**config.mk**
```make
export PLATFORM = sky130hd
export DESIGN_NAME = pong_game_ctrl
export DESIGN_NICKNAME = d
export VERILOG_FILES = /design/src/rtl/pong_pkg.sv /design/src/rtl/pong_bcd_counter.sv /design/src/rtl/pong_game_ctrl.sv
export SDC_FILE = /design/constraint.sdc
export NUM_CORES = 1
export LEC_CHECK = 0
export BUFFER_PORTS_ARGS = -buffer_cell sky130_fd_sc_hd__buf_2
export CORE_MARGIN = 10
export CORE_UTILIZATION = 57
export DETAILED_ROUTE_END_ITERATION = 12
export GPL_ROUTABILITY_DRIVEN = 0
export PLACE_DENSITY = 0.94
export SKIP_CTS_REPAIR_TIMING = 1
export SLEW_MARGIN = 20
export SYNTH_ARGS = -nofsm -noshare
export SYNTH_HDL_FRONTEND = slang
export SYNTH_SLANG_ARGS = --single-unit
```
**constraint.sdc**
```tcl
create_clock -name clk -period 2.6 [get_ports clk]
set_input_delay 0.65 -clock clk [delete_from_list [all_inputs] [get_ports clk]]
set_output_delay 0.65 -clock clk [all_outputs]
set_load 0.005 [all_outputs]
```
**src/rtl/pong_pkg.sv**
```systemverilog
// pong_pkg: state encoding, BCD limit and default game parameters for the pong sequencer
package pong_pkg;
    localparam logic [1:0] ST_NEWGAME = 2'd0;
    localparam logic [1:0] ST_PLAY    = 2'd1;
    localparam logic [1:0] ST_NEWBALL = 2'd2;
    localparam logic [1:0] ST_OVER    = 2'd3;
    localparam logic [3:0] BCD_MAX_DIGIT = 4'd9;
    localparam int BALLS_INIT_DEF   = 3;
    localparam int TIMER_FRAMES_DEF = 120;
    typedef enum logic [1:0] {
        S_NEWGAME = ST_NEWGAME,
        S_PLAY    = ST_PLAY,
        S_NEWBALL = ST_NEWBALL,
        S_OVER    = ST_OVER
    } state_t;
endpackage

```
**src/rtl/pong_bcd_counter.sv**
```systemverilog
// pong_bcd_counter: 2-digit BCD counter, clear has priority over increment, wraps 99 -> 00
module pong_bcd_counter
    import pong_pkg::*;
(
    input  logic       clk,
    input  logic       reset,
    input  logic       clr,
    input  logic       inc,
    output logic [7:0] q
);
    logic [7:0] nxt;
    always_comb begin
        nxt = (q[3:0] == BCD_MAX_DIGIT)
            ? {(q[7:4] == BCD_MAX_DIGIT) ? 4'd0 : q[7:4] + 4'd1, 4'd0}
            : {q[7:4], q[3:0] + 4'd1};
    end
    always_ff @(posedge clk or posedge reset) begin
        if (reset)    q <= 8'h00;
        else if (clr) q <= 8'h00;
        else if (inc) q <= nxt;
    end
endmodule

```
**src/rtl/pong_game_ctrl.sv**
```systemverilog
// pong_game_ctrl: game sequencer (NEWGAME/PLAY/NEWBALL/OVER), BCD score, ball count, frame timer.
// Optional high score register enabled by defining PONG_HISCORE_EN.
module pong_game_ctrl
    import pong_pkg::*;
#(
    parameter int BALLS_INIT   = BALLS_INIT_DEF,
    parameter int TIMER_FRAMES = TIMER_FRAMES_DEF,
    parameter int TIMER_W      = 8
) (
    input  logic       clk,
    input  logic       reset,
    input  logic       frame_tick,
    input  logic [1:0] btn,
    input  logic       hit,
    input  logic       miss,
    output logic       still_graph,
    output logic [1:0] screen,
    output logic [7:0] score,
    output logic [2:0] balls_left,
    output logic [7:0] hiscore
);
    state_t state;
    logic [TIMER_W-1:0] timer;
    logic hit_d, miss_d;
    logic btn_any, hit_evt, miss_evt, last_ball;
    assign btn_any     = |btn;
    assign hit_evt     = hit & ~hit_d;
    assign miss_evt    = miss & ~miss_d;
    assign last_ball   = balls_left <= 3'd1;
    assign still_graph = state != S_PLAY;
    assign screen      = state;
    pong_bcd_counter u_score (
        .clk   (clk),
        .reset (reset),
        .clr   (state == S_NEWGAME && btn_any),
        .inc   (state == S_PLAY && hit_evt && !miss_evt),
        .q     (score)
    );
    // the load on a miss is written last so it overrides a same-cycle frame_tick decrement
    always_ff @(posedge clk or posedge reset) begin
        if (reset) begin
            state      <= S_NEWGAME;
            balls_left <= 3'(BALLS_INIT);
            timer      <= '0;
            hit_d      <= 1'b0;
            miss_d     <= 1'b0;
        end else begin
            hit_d  <= hit;
            miss_d <= miss;
            if (frame_tick && timer != '0) timer <= timer - 1'b1;
            case (state)
                S_NEWGAME: if (btn_any) begin
                    state      <= S_PLAY;
                    balls_left <= 3'(BALLS_INIT);
                end
                S_PLAY: if (miss_evt) begin
                    state      <= last_ball ? S_OVER : S_NEWBALL;
                    balls_left <= balls_left - 3'd1;
                    timer      <= TIMER_W'(TIMER_FRAMES);
                end
                S_NEWBALL: if (timer == '0 && btn_any) state <= S_PLAY;
                S_OVER:    if (timer == '0) state <= S_NEWGAME;
            endcase
        end
    end
`ifdef PONG_HISCORE_EN
    // valid BCD orders the same as unsigned binary, so a plain compare is tens-then-units
    always_ff @(posedge clk or posedge reset) begin
        if (reset) hiscore <= 8'h00;
        else if (state == S_PLAY && miss_evt && last_ball && score > hiscore) hiscore <= score;
    end
`else
    assign hiscore = 8'h00;
`endif
endmodule

```
* After elaboration in Yosys (flattened, before gate mapping)
Index checks and enable logic that the tools add are counted.
** Word-level totals
- Register bits after elaboration :: 23
- Logic and storage cells :: 58
- Bits of input ports :: 7
- Output and inout bits :: 22
** Cells by class
- Equal/unequal tests :: 10
- Multiplexer cells :: 16
- Magnitude comparators :: 1
- Reductions and logical operators :: 16
- Bitwise operators :: 4
- Add/sub/neg operators :: 4
** Operators with widths (count)
- 8-bit 2-to-1 mux :: 6
- 4-bit by 1-bit adder with 4-bit output, second input constant :: 2
- 4-bit equality test, second input constant :: 2
- 8-bit logical NOT :: 1
- 2-bit 2-to-1 mux :: 4
- 2-bit inequality test, second input constant :: 4
- 2-bit one-hot mux with 4 select lines :: 1
- 8-bit nonzero test :: 1
- 8-bit by 1-bit subtractor with 8-bit output, second input constant :: 1
- 3-bit 2-to-1 mux :: 2
- 3-bit one-hot mux with 2 select lines :: 1
- 2-bit nonzero test :: 3
- 1-bit logical AND :: 5
- 2-bit equality test, second input constant :: 2
- 4-bit 2-to-1 mux :: 1
- 4-bit AND reduction :: 1
- 3-bit by 1-bit less-or-equal comparator with 1-bit output, second input constant :: 1
- 3-bit AND reduction :: 1
- 3-bit by 1-bit subtractor with 3-bit output, second input constant :: 1
- 1-bit AND :: 2
- 2-bit by 1-bit equality test with 1-bit output, second input constant :: 1
- 2-bit logical NOT :: 1
- 2-bit by 1-bit inequality test with 1-bit output, second input constant :: 1
- 1-bit NOT :: 2
- other kinds (4) :: 4

* Logic depth before layout (Yosys ltp)
- Word-level depth :: 6
- Depth in mapped cells :: 6
- Depth with buffers taken out :: 6

* By module
Synthesis repeated with hierarchy kept, for this count alone.
** Unflattened totals
- Cell total of the unflattened synthesis :: 148
- Area total of the unflattened synthesis :: 1421.4 um^2
** Modules (own cells, without submodules)
- pong_game_ctrl :: times used 1, cells each 97, area each 935.9 um^2, seq. area each 377.9 um^2
- pong_bcd_counter :: times used 1, cells each 51, area each 485.5 um^2, seq. area each 200.2 um^2

* Worst setup path after synthesis
Ideal clock, no wire load.
- Path kind :: input to register
- Start point :: input frame_tick
- End point :: register timer[3]
- Cell stages on the path :: 4
- Data required time :: 2474 ps
- Path buffers :: 0
- Path slack :: 919 ps
- Arrival :: 1555 ps
- Setup time :: 126 ps
- Cells stage by stage :: or3b_2 > a211oi_1 > xnor2_1 > nand2_1
** Between the ends
- Word-level cells in the longest chain between the ends :: 4
** RTL lines
- from (decl) :: RTL line pong_game_ctrl.sv:12 : input logic frame_tick,
- 1-bit logical AND * :: RTL line pong_game_ctrl.sv:50 : if (frame_tick && timer != '0) timer <= timer - 1'b1;
- 8-bit 2-to-1 mux * :: RTL line pong_game_ctrl.sv:50
- 8-bit 2-to-1 mux :: RTL line pong_game_ctrl.sv:56 : S_PLAY: if (miss_evt) begin
- 8-bit 2-to-1 mux * :: RTL line pong_game_ctrl.sv:51 : case (state)
- to (signal assigned) :: RTL line pong_game_ctrl.sv:50
- to (signal assigned) :: RTL line pong_game_ctrl.sv:59 : timer <= TIMER_W'(TIMER_FRAMES);
- to (decl) :: RTL line pong_game_ctrl.sv:23 : logic [TIMER_W-1:0] timer;
Every way passes the cells marked *; elsewhere a longest branch is shown, timed or not.
A chain may end at the register's enable or synchronous reset.

* Worst setup path in the final report
- Start point :: register u_score.q[1]
- End point :: register u_score.q[4]
** Between the ends
- Word-level cells in the longest chain between the ends :: 3
** RTL lines
- from (decl) :: RTL line pong_bcd_counter.sv:9 : output logic [7:0] q
- from (signal assigned) :: RTL line pong_bcd_counter.sv:20 : else if (inc) q <= nxt;
- 4-bit equality test :: RTL line pong_bcd_counter.sv:13 : nxt = (q[3:0] == BCD_MAX_DIGIT)
- 2-bit nonzero test (no source line)
- 2-bit AND reduction (no source line)
No other way between the ends.

==> impl_metrics.csv <==
group,metric,value,unit
clocking,cts-root-buf,"clkbuf_4",
clocking,clkTransAtPathRegs,110,ps
min_path,min_path_cells,1,
clocking,clk_latency,300,ps
worst_setup_path,crit_chain,"inv_1, ha_1, and3b_1, nand3_1, or3_1, a21oi_1",
worst_setup_path,cp.buffers_inverters,1,
logic_synthesis,synth-seq-area-share,43.5,%
logic_synthesis,synthCells,140,
logic_synthesis,synth_top_family_by_area,"simple AND/OR/NAND/NOR gates",
worst_setup_path,cp-start-kind,"flip-flop",
timing,setup_tns,0,ps
route,num_vias,1043,
worst_setup_path,crit_path_start,"u_score.q[1]",
placed_design,io_buffer_count,20,
worst_setup_path,critical_path_peak_fanout,6,
route,vias_per_cell,5.49,
grt,antenna_found_initial,0,
power,power.density,757,nW/um^2
worst_setup_path,end_kind,"flip-flop",
worst_setup_path,cpPeakStageDelay,440,ps
worst_setup_path,critPathTopFamily,"simple AND/OR/NAND/NOR gates",
worst_setup_path,r2r_cells,6,
timing,worst_pin_slew,828,ps
worst_setup_path,rrSetupSlack,840,ps
min_path,hold_end,"hit_d",
timing,finalMaxSlewViolations,0,
floorplan,ios,29,
grt,overflow,0,
layout,fill_cells,179,
job,cap_violations,0,
grt,grt_max_degree,24,
layout,fin_nets,178,
placed_design,hpwl,2050,um
power,p_leak,0.000714,uW
logic_synthesis,netlist_area,1330,um^2
route,finalWirelength,2580,um
logic_synthesis,synth-simple-area-share,25.4,%
layout,antenna_cells,0,
grt,grt_pass1_wl,4210,um
worst_setup_path,critical_path_class,"flip-flop to flip-flop",
min_path,hold_start,"hit",
floorplan,design.core.area,2210,um^2
clocking,cts_tree,"yes",
floorplan,dieWidth,68.3,um
layout,drive_above_1_share,19.1,%
timing,period_share,67.7,%
layout,area_delta_synth_final,9.61,%
logic_synthesis,yosysWarnings,0,
layout,final_cells,190,
logic_synthesis,synth_xor_area_share,3.30,%
min_path,hold_class,"input port to flip-flop",
power,power,1100,uW
floorplan,start_util,60.0,%
grt,grt_use_total,11.3,%
timing,post-route-min-period,1760,ps
floorplan,die-area,4660,um^2
floorplan,placementRows,17,
power,ir_drop,0.704,mV
clocking,cts_made_buffers,3,
timing,clock_skew,2.16,ps
logic_synthesis,synth_mux_area_share,3.77,%
worst_setup_path,regToRegEndpoint,"u_score.q[4]",
logic_synthesis,synthAdderAreaFrac,7.54,%
route,drt_first_pass_iters,4,
worst_setup_path,r2r-start,"u_score.q[1]",
run_status,outcome,"finished clean",
placed_design,dpl.cell_count,186,
worst_setup_path,cp_data_required_time,2840,ps
logic_synthesis,synth.distinct_cells,39,
route,antenna_left,0,
clocking,cts_buffer_depth,2,
worst_setup_path,slowest_stage,"dfrtp_1",
timing,maxSlewHeadroom,44.7,%
route,drc,0,
worst_setup_path,cp.arrival,2000,ps
timing,hold_viol_final,0,
clocking,cts_sinks,23,
logic_synthesis,synth_seq_cells,23,
logic_synthesis,synth-compound-area-share,9.14,%
route,first_iter_violations,81,
grt,grt_pass1_vias,992,
timing,finalSetupViolCount,0,
timing,rsz0062_at_grt,"false",
route,wl_per_cell,13.6,um
floorplan,fp.dieH,68.3,um
layout,final_cell_mix,"21 x dfrtp_1, 20 x buf_2, 19 x nor2_1",
layout,post-route-util,65.8,%
layout,final_common_cell,"dfrtp_1",
logic_synthesis,avgSynthCellArea,9.48,um^2
timing,clock.fmax,0.568,GHz
clocking,h-tree-depth,1,
## how the worst max path moves through the flow
stage                               to  slack [ps]  cells past startpoint
after floorplan               timer[3]         920                      4
after global placement        timer[5]         790                      5
after detailed placement      timer[7]         730                      5
after CTS                 u_score.q[4]         840                      6
after global routing         screen[0]         650                      4
final                     u_score.q[4]         840                      6
## stage by stage
step | worst slack, ps | area [um^2] | hold slack, ps
floorplan | 919 | 1350 | 512
global placement | 787 | 1430 | 517
detailed placement | 727 | 1430 | 530
CTS | 844 | 1460 | 455
global route | 645 | 1460 | 450
finish | 841 | 1460 | 464
## layout make-up
type	count	area, um^2	share of cell area, %
clock buffers	4	26.3	1.81
inverters	7	26.3	1.81
flip-flops and latches	23	578	39.7
multi-input cells	107	682	46.9
repair buffers	21	108	7.39
well taps	28	35.0	2.41
## power breakdown
group | internal (uW) | switching, uW
Combinational | 173 | 182
Sequential | 460 | 129
Clock | 59.9 | 98.5
## synth_stat cells
library cell / number / area, um^2
a211oi_1: 2 / 15.0
a21boi_0: 1 / 7.51
a21oi_1: 8 / 40.0
a221oi_1: 1 / 8.76
a22oi_1: 1 / 7.51
and2_1: 1 / 6.26
and3_1: 1 / 6.26
and3b_1: 2 / 17.5
and4bb_1: 1 / 12.5
buf_4: 8 / 60.1
clkbuf_1: 2 / 7.51
conb_1: 1 / 3.75
dfrtp_1: 21 / 526
dfstp_2: 2 / 52.6
ha_1: 8 / 100
inv_1: 7 / 26.3
mux2i_1: 5 / 50.1
nand2_1: 9 / 33.8
nand2b_1: 2 / 12.5
nand3_1: 5 / 25.0
nand3b_1: 1 / 7.51
nand4_1: 1 / 6.26
nor2_1: 19 / 71.3
nor2b_1: 2 / 12.5
nor3_1: 2 / 10.0
nor3_2: 1 / 10.0
nor3b_1: 1 / 7.51
nor4_1: 2 / 12.5
nor4_2: 1 / 12.5
nor4bb_1: 2 / 20.0
o21ai_0: 7 / 35.0
o31ai_1: 1 / 7.51
or2_2: 1 / 6.26
or3_1: 3 / 18.8
or3b_2: 1 / 8.76
or4_1: 1 / 7.51
or4_4: 1 / 11.3
xnor2_1: 3 / 26.3
xor2_1: 2 / 17.5
## state kept, by name, indices dropped and copies added, names as in the netlist
register and flops:
timer 8, balls_left 3, miss_d 1, hit_d 1
u_score.q 8, screen 2
## kinds of logic after synthesis
logic type / Yosys count
buffers and inverters: 17
and+or+nand+nor: 60
muxes: 5
adders and majority gates: 8
other: 1
AOI/OAI and AO/OA: 21
xor gates and xnor gates: 5
DFF: 23
## metal layers
metal / global-route usage [%] / wire length [um] / vias to the layer above
met5: 0 / 0 / -
met4: 3.27 / 40 / 0
met3: 3.92 / 248 / 6
met2: 19.2 / 1220 / 40
met1: 13.2 / 1070 / 482
li1: - / - / 515
Note: power is estimated with default switching activity, not from simulation.
